==> src/rtl/alu_mem_datapath_pkg.sv <==
// Shared definitions for the 16-bit core datapath: the ALU opcode encoding.
package alu_mem_datapath_pkg;

  typedef enum logic [3:0] {
    A_ZERO  = 4'd0,
    A_PASSA = 4'd1,
    A_PASSB = 4'd2,
    A_ADD   = 4'd3,
    A_SUB   = 4'd4,
    A_AND   = 4'd5,
    A_OR    = 4'd6,
    A_XOR   = 4'd7,
    A_NOT   = 4'd8,
    A_INC   = 4'd9,
    A_DEC   = 4'd10,
    A_SHL   = 4'd11,
    A_SHR   = 4'd12,
    A_SRA   = 4'd13,
    A_NEG   = 4'd14,
    A_ONES  = 4'd15
  } alu_op_t;

endpackage

==> src/rtl/dp_alu.sv <==
// Combinational 16-function ALU. Results wrap modulo 2**WIDTH; shifts are by one bit.
module dp_alu
  import alu_mem_datapath_pkg::*;
#(
  parameter int WIDTH = 16
) (
  input  logic [WIDTH-1:0] i_a,
  input  logic [WIDTH-1:0] i_b,
  input  logic [3:0]       i_op,
  output logic [WIDTH-1:0] o_y,
  output logic             o_carry,
  output logic             o_ovf,
  output logic             o_err,
  output logic             o_eq
);

  localparam int MSB = WIDTH - 1;

  alu_op_t          w_op;
  logic [WIDTH:0]   w_ext;

  assign w_op = alu_op_t'(i_op);

  always_comb begin
    w_ext   = '0;
    o_y     = '0;
    o_carry = 1'b0;
    o_ovf   = 1'b0;
    unique case (w_op)
      A_ZERO:  o_y = '0;
      A_PASSA: o_y = i_a;
      A_PASSB: o_y = i_b;
      A_ADD: begin
        w_ext   = {1'b0, i_a} + {1'b0, i_b};
        o_y     = w_ext[MSB:0];
        o_carry = w_ext[WIDTH];
        o_ovf   = (i_a[MSB] == i_b[MSB]) && (o_y[MSB] != i_a[MSB]);
      end
      A_SUB: begin
        // carry reports a borrow for the subtracting ops
        w_ext   = {1'b0, i_a} - {1'b0, i_b};
        o_y     = w_ext[MSB:0];
        o_carry = w_ext[WIDTH];
        o_ovf   = (i_a[MSB] != i_b[MSB]) && (o_y[MSB] != i_a[MSB]);
      end
      A_AND:   o_y = i_a & i_b;
      A_OR:    o_y = i_a | i_b;
      A_XOR:   o_y = i_a ^ i_b;
      A_NOT:   o_y = ~i_a;
      A_INC: begin
        w_ext   = {1'b0, i_a} + (WIDTH+1)'(1);
        o_y     = w_ext[MSB:0];
        o_carry = w_ext[WIDTH];
        o_ovf   = ~i_a[MSB] & o_y[MSB];
      end
      A_DEC: begin
        w_ext   = {1'b0, i_a} - (WIDTH+1)'(1);
        o_y     = w_ext[MSB:0];
        o_carry = w_ext[WIDTH];
        o_ovf   = i_a[MSB] & ~o_y[MSB];
      end
      A_SHL: begin
        o_y     = {i_a[MSB-1:0], 1'b0};
        o_carry = i_a[MSB];
      end
      A_SHR:   o_y = {1'b0, i_a[MSB:1]};
      A_SRA:   o_y = {i_a[MSB], i_a[MSB:1]};
      A_NEG: begin
        w_ext   = (WIDTH+1)'(0) - {1'b0, i_a};
        o_y     = w_ext[MSB:0];
        o_carry = w_ext[WIDTH];
        o_ovf   = i_a[MSB] & o_y[MSB];
      end
      A_ONES:  o_y = '1;
      default: o_y = '0;
    endcase
  end

  // Error: result out of range in either the unsigned or the signed view.
  assign o_err = o_carry | o_ovf;
  assign o_eq  = (i_a == i_b);

endmodule

==> src/rtl/alu_mem_datapath.sv <==
// Core datapath: register file, word-addressed data memory, ALU and write-back mux.
module alu_mem_datapath
  import alu_mem_datapath_pkg::*;
#(
  parameter int WIDTH    = 16,
  parameter int D_ADDR_W = 8,
  parameter int R_ADDR_W = 4
) (
  input  logic                clk,
  input  logic                rst_n,
  input  logic [D_ADDR_W-1:0] D_addr,
  input  logic [R_ADDR_W-1:0] RF_W_addr,
  input  logic [R_ADDR_W-1:0] RF_A_addr,
  input  logic [R_ADDR_W-1:0] RF_B_addr,
  input  logic                D_wr,
  input  logic                RF_s,
  input  logic                RF_W_en,
  input  logic [3:0]          ALU_sel,
  output logic [WIDTH-1:0]    ALU_A,
  output logic [WIDTH-1:0]    ALU_B,
  output logic [WIDTH-1:0]    ALU_Out
);

  localparam int R_DEPTH = 1 << R_ADDR_W;
  localparam int D_DEPTH = 1 << D_ADDR_W;

  logic [WIDTH-1:0] r_rf  [R_DEPTH];
  logic [WIDTH-1:0] r_mem [D_DEPTH];

  logic [WIDTH-1:0] w_mem_rd;
  logic [WIDTH-1:0] w_rf_wd;
  logic [3:0]       w_alu_flags_unused;

  assign ALU_A    = r_rf[RF_A_addr];
  assign ALU_B    = r_rf[RF_B_addr];
  assign w_mem_rd = r_mem[D_addr];
  assign w_rf_wd  = RF_s ? ALU_Out : w_mem_rd;

  dp_alu #(.WIDTH(WIDTH)) u_alu (
    .i_a     (ALU_A),
    .i_b     (ALU_B),
    .i_op    (ALU_sel),
    .o_y     (ALU_Out),
    .o_carry (w_alu_flags_unused[0]),
    .o_ovf   (w_alu_flags_unused[1]),
    .o_err   (w_alu_flags_unused[2]),
    .o_eq    (w_alu_flags_unused[3])
  );

  always_ff @(posedge clk) begin
    if (!rst_n) begin
      for (int i = 0; i < R_DEPTH; i++) r_rf[i] <= '0;
    end else if (RF_W_en) begin
      r_rf[RF_W_addr] <= w_rf_wd;
    end
  end

  // Memory keeps its contents through reset; reset only blocks the write.
  always_ff @(posedge clk) begin
    if (rst_n && D_wr) r_mem[D_addr] <= ALU_A;
  end

endmodule

==> config.mk <==
export PLATFORM = sky130hd
export DESIGN_NAME = alu_mem_datapath
export DESIGN_NICKNAME = d
export VERILOG_FILES = /design/src/rtl/alu_mem_datapath_pkg.sv /design/src/rtl/dp_alu.sv /design/src/rtl/alu_mem_datapath.sv
export SDC_FILE = /design/constraint.sdc
export NUM_CORES = 2
export LEC_CHECK = 0
export CORE_MARGIN = 5
export CORE_UTILIZATION = 49
export DETAILED_ROUTE_END_ITERATION = 10
export HOLD_SLACK_MARGIN = 0.1
export PLACE_DENSITY_LB_ADDON = 0.05
export SKIP_LAST_GASP = 1
export SYNTH_ARGS = -nofsm -noshare
export SYNTH_HDL_FRONTEND = slang
export SYNTH_HIERARCHICAL = 1
export SYNTH_MEMORY_MAX_BITS = 65536
export SYNTH_SLANG_ARGS = --single-unit
==> constraint.sdc <==
create_clock -name clk -period 8.8 [get_ports clk]
set_input_delay 0.88 -clock clk [delete_from_list [all_inputs] [get_ports clk]]
set_output_delay 0.88 -clock clk [all_outputs]
set_load 0.005 [all_outputs]
# ---- Word level (Yosys, flattened, before mapping)
# Memories as Yosys holds them, arrays and structs flattened.
# Index checks and enable logic that the tools add are counted.
dict set report word_totals {
  regBits 0
  ramBits 4352
  in_bits 29
  n_memories 2
}
# memory words word_bits read_ports rd_clocked_by_memory_dff write_ports line
set memory_table {}
lappend memory_table {r_mem 256 16 1 0 1 alu_mem_datapath.sv:28} ;# logic [WIDTH-1:0] r_mem [D_DEPTH];
lappend memory_table {r_rf 16 16 2 0 16 alu_mem_datapath.sv:27} ;# logic [WIDTH-1:0] r_rf [R_DEPTH];
dict set report classes {
  add_sub_neg 5
  n_eq_ne 15
  mux 11
  n_bitwise 4
  n_reduce_logical 3
}
# operator count
set op_table {}
lappend op_table {{16-bit one-hot mux with 16 select lines} 1}
lappend op_table {{4-bit == test (second input constant)} 8}
lappend op_table {{16-bit two-way mux} 2}
lappend op_table {{16-bit by 1-bit adder with 16-bit output (second input constant)} 1}
lappend op_table {{16-bit adder} 1}
lappend op_table {{16-bit AND} 1}
lappend op_table {{4-bit by 3-bit == test with 1-bit output (second input constant)} 4}
lappend op_table {{16-bit inverter} 1}
lappend op_table {{16-bit OR} 1}
lappend op_table {{16-bit OR reduction} 1}
lappend op_table {{1-bit by 16-bit subtractor with 16-bit output (first input constant)} 1}
lappend op_table {{16-bit by 1-bit subtractor with 16-bit output (second input constant)} 1}
lappend op_table {{16-bit subtractor} 1}
lappend op_table {{16-bit XOR} 1}
lappend op_table {{4-bit by 2-bit == test with 1-bit output (second input constant)} 2}
lappend op_table {{1-bit two-way mux} 7}
lappend op_table {{4-bit by 1-bit == test with 1-bit output (second input constant)} 1}
lappend op_table {{4-bit logical NOT} 1}
lappend op_table {{4-bit two-way mux} 1}
lappend op_table {{1-bit logical AND} 1}

# ---- Longest topological paths before layout
dict set report depth {
  ltp_word 5
  ltp_mapped 23
}

# ---- Hierarchy
# The synthesis kept the hierarchy.
# module n_inst cells_each area_each_um2 seq_area_each_um2
set by_module_without_submodules {}
lappend by_module_without_submodules {alu_mem_datapath 1 8241 170710.0 130685.3}
lappend by_module_without_submodules {dp_alu 1 690 4550.6 0.0}

# ---- Least setup slack after synthesis
# No wires, ideal clock.
dict set report synth_timing {
  kind {input-to-reg}
  startpoint {in RF_A_addr[0]}
  endpoint {mem r_rf[12][14], data pin}
  arrival_ns 7.389
  setup_slack_ns 1.145
  cell_stages 19
  path_buffers 3
  path_cell_list {clkbuf_1 -> buf_1 -> mux4_2 -> mux4_2 -> inv_1 -> fa_1 -> nor2b_1 -> o2111ai_2 -> a21oi_1 -> o22a_1 -> nand3_1 -> mux2i_1 -> or3_1 -> nand2b_1 -> nand4_1 -> a311oi_1 -> nand4b_1 -> buf_2 -> a21oi_1}
}
# item line
set synth_rtl {}
lappend synth_rtl {{from (decl)} alu_mem_datapath.sv:13} ;# input logic [R_ADDR_W-1:0] RF_A_addr,
lappend synth_rtl {{to (decl)} alu_mem_datapath.sv:27}

# ---- Worst setup path after layout
dict set report layout_timing {
  startpoint {in RF_A_addr[2]}
  endpoint {out ALU_Out[15]}
}
dict set report layout_via {
  elab_chain_len 3
  elab_cells_between_ends 11
}
# item line
set layout_rtl {}
lappend layout_rtl {{memory read 16 x 16 bit (*)} --}
lappend layout_rtl {{1-bit by 16-bit subtractor with 16-bit output, or another cell as far along} dp_alu.sv:69} ;# w_ext = (WIDTH+1)'(0) - {1'b0, i_a};
lappend layout_rtl {{16-bit one-hot mux with 16 select lines (*)} dp_alu.sv:29} ;# unique case (w_op)
lappend layout_rtl {{to (decl)} alu_mem_datapath.sv:21} ;# output logic [WIDTH-1:0] ALU_Out
# Every way passes the cells marked *; elsewhere a longest branch is shown, timed or not.

==> impl_metrics.ini <==
[timing]
skew_ps = 66.4
maxSlewViolCount = 0
holdWs_ps = 737
fmax_mhz = 133
maxSlewHeadroom_pct = 5.06
rsz0062_at_grt = false
finalCriticalPeriod_ps = 7520
finalCritPeriodShare_pct = 85.5
setup_viol = 0
hold_viol = 0
setup_tns_ps = 0
timing.final.ws_setup_ps = 1280
tightestPinTransition_ps = 1410

[clock_network]
cts_buffers = 455
cts_tree = done
htreeDepth = 5
cts_hold_buf = 0
cts_setup_buffers = 0
insertion_delay_ps = 1020
clk_pin_slew_ps = 60
ctsResizeCount = 0
clock_path_buffers = 4
cts_root_buffer = clkbuf_16
clock_sinks = 4352

[run]
drv_cap = 0

[cells_and_area]
area_delta_synth_final_pct = 13.1
final_cell_area_um2 = 198000
final_cells = 14522
fin_util_pct = 55.6
drive_gt1_share_pct = 23.5
nets = 9455

[hold_path]
hp-start = D_addr[6]
holdPathEnd = r_mem[88][13]$_DFFE_PP_
hold-path-cell-count = 4
min_path_type = input port to flop

[route]
wl_per_cell_um = 38.9
postRouteWirelength_um = 565000
ant_nets = 0
drc_errors = 0
firstDrtPassIters = 9
viasPerCell = 6.51
vias = 94572
first_iter_violations = 12740

[power_and_ir_drop]
report.power.total_mw = 46.0
power.leakage_nw = 63.7
peakVddDrop_mv = 0.187
p_per_area_nw_per_um2 = 232

[setup_path]
slowest_stage = clkdlybuf4s50_1
r2r_cells = 19
max_stage_delay_ps = 1030
r2r_setup_slack_ps = 2170
cp-end-kind = primary output
worstPathArrival_ps = 6640
r2r_start = r_rf[3][0]$_SDFFCE_PN0P_
start_kind = input port
path_cells = clkdlybuf4s50_1, buf_4, mux4_4, buf_4, nand4_1, nor3_1, and3_1, and2_1, ha_1, nor3b_1, a211oi_1, o221ai_1, a21oi_1, o2111ai_1, clkdlybuf4s50_1
r2r_end = r_rf[7][6]$_SDFFCE_PN0P_
required_ps = 7920
worstPathMaxFanout = 53
critPathKind = input port to primary output

[global_routing]
grt_pass1_wl_um = 776000
track_usage_pct = 30.1
antenna_found_initial = 45
grt_pass1_vias = 92652
grt_overflow_total = 0
grt_max_degree = 129

[floorplanning]
fp.dieH_um = 608
initial_core_util_pct = 49.2
num_rows = 219
core_um2 = 356000
die_x_um = 608
io_pins = 77
die-area_um2 = 369000

[logic_synthesis]
yosysWarnings = 6
netlist_instances = 8900
syn_nets = 8988
syn_avg_cell_area_um2 = 19.7
syn_area_um2 = 175000

[placement]
gp_congestion = 0.885
placed_area_um2 = 183000
port_buffers = 76
hpwl_um = 347000
dp_slack_ps = 1080
place_inst = 13660

[run_status]
outcome = finished, final reports clean
[layer usage]
layer,track usage (%),up-vias,share of wire [%]
met3,6.22,889,9.1
met1,43.2,51029,41
met4,9.61,10,3.7
li1,-,37970,-
met2,46.8,4674,46
met5,0,-,0.013
[report_power, final]
part           switching (mW)  internal (mW)  total, mW  leakage (nW)
sequential             0.0330           23.4       23.4          39.8
combinational            2.77           1.03       3.80          16.8
clock                    8.03           10.8       18.8          7.03
[cell type report]
type	instances	area, µm²
repair buffers	595	4950
multi-input cells	3918	41700
diodes	34	85.1
well taps	4751	5940
inverters	45	171
flip-flops and latches	4352	131000
clock buffers	564	12000
fillers	27130	158000
clock inverters	263	2480
[cells in the final DEF, fill, tap and decap left out, types with 137 or more instances in the layout]
| master | count |
|---|---|
| a22oi_1 | 349 |
| mux2i_1 | 570 |
| a21oi_1 | 160 |
| buf_4 | 497 |
| mux4_2 | 899 |
| nand2_1 | 191 |
| clkbuf_16 | 463 |
| nand3_1 | 137 |
| nor2_1 | 427 |
| edfxtp_1 | 4352 |
[worst max path at each step]
| stage | from | end | slack (ps) | cells after the start |
|---|---|---|---|---|
| after floorplan | RF_A_addr[0] | r_rf[12][14]$_SDFFCE_PN0P_ | 1170 | 19 |
| after global placement | RF_A_addr[2] | r_rf[11][9]$_SDFFCE_PN0P_ | 1280 | 16 |
| after detailed placement | RF_A_addr[1] | r_rf[11][9]$_SDFFCE_PN0P_ | 1080 | 17 |
| after CTS | RF_A_addr[2] | ALU_Out[15] | 1350 | 15 |
| after global routing | RF_A_addr[2] | ALU_Out[15] | 990 | 15 |
| final | RF_A_addr[2] | ALU_Out[15] | 1280 | 15 |
[worst max-delay path: cells and delay by family]
family                     cells  cell delay [ps]
adders and majority gates      1              230
AOI/OAI and AO/OA              4              700
buffers and inverters          4             2640
muxes                          1              920
and+or+nand+nor                5             1190
[flip-flops by register name, summed over array words and instances (netlist names)]
| register | count |
|---|---|
| r_rf | 256 |
| r_mem | 4096 |
Power figures use the tool's default switching activity.
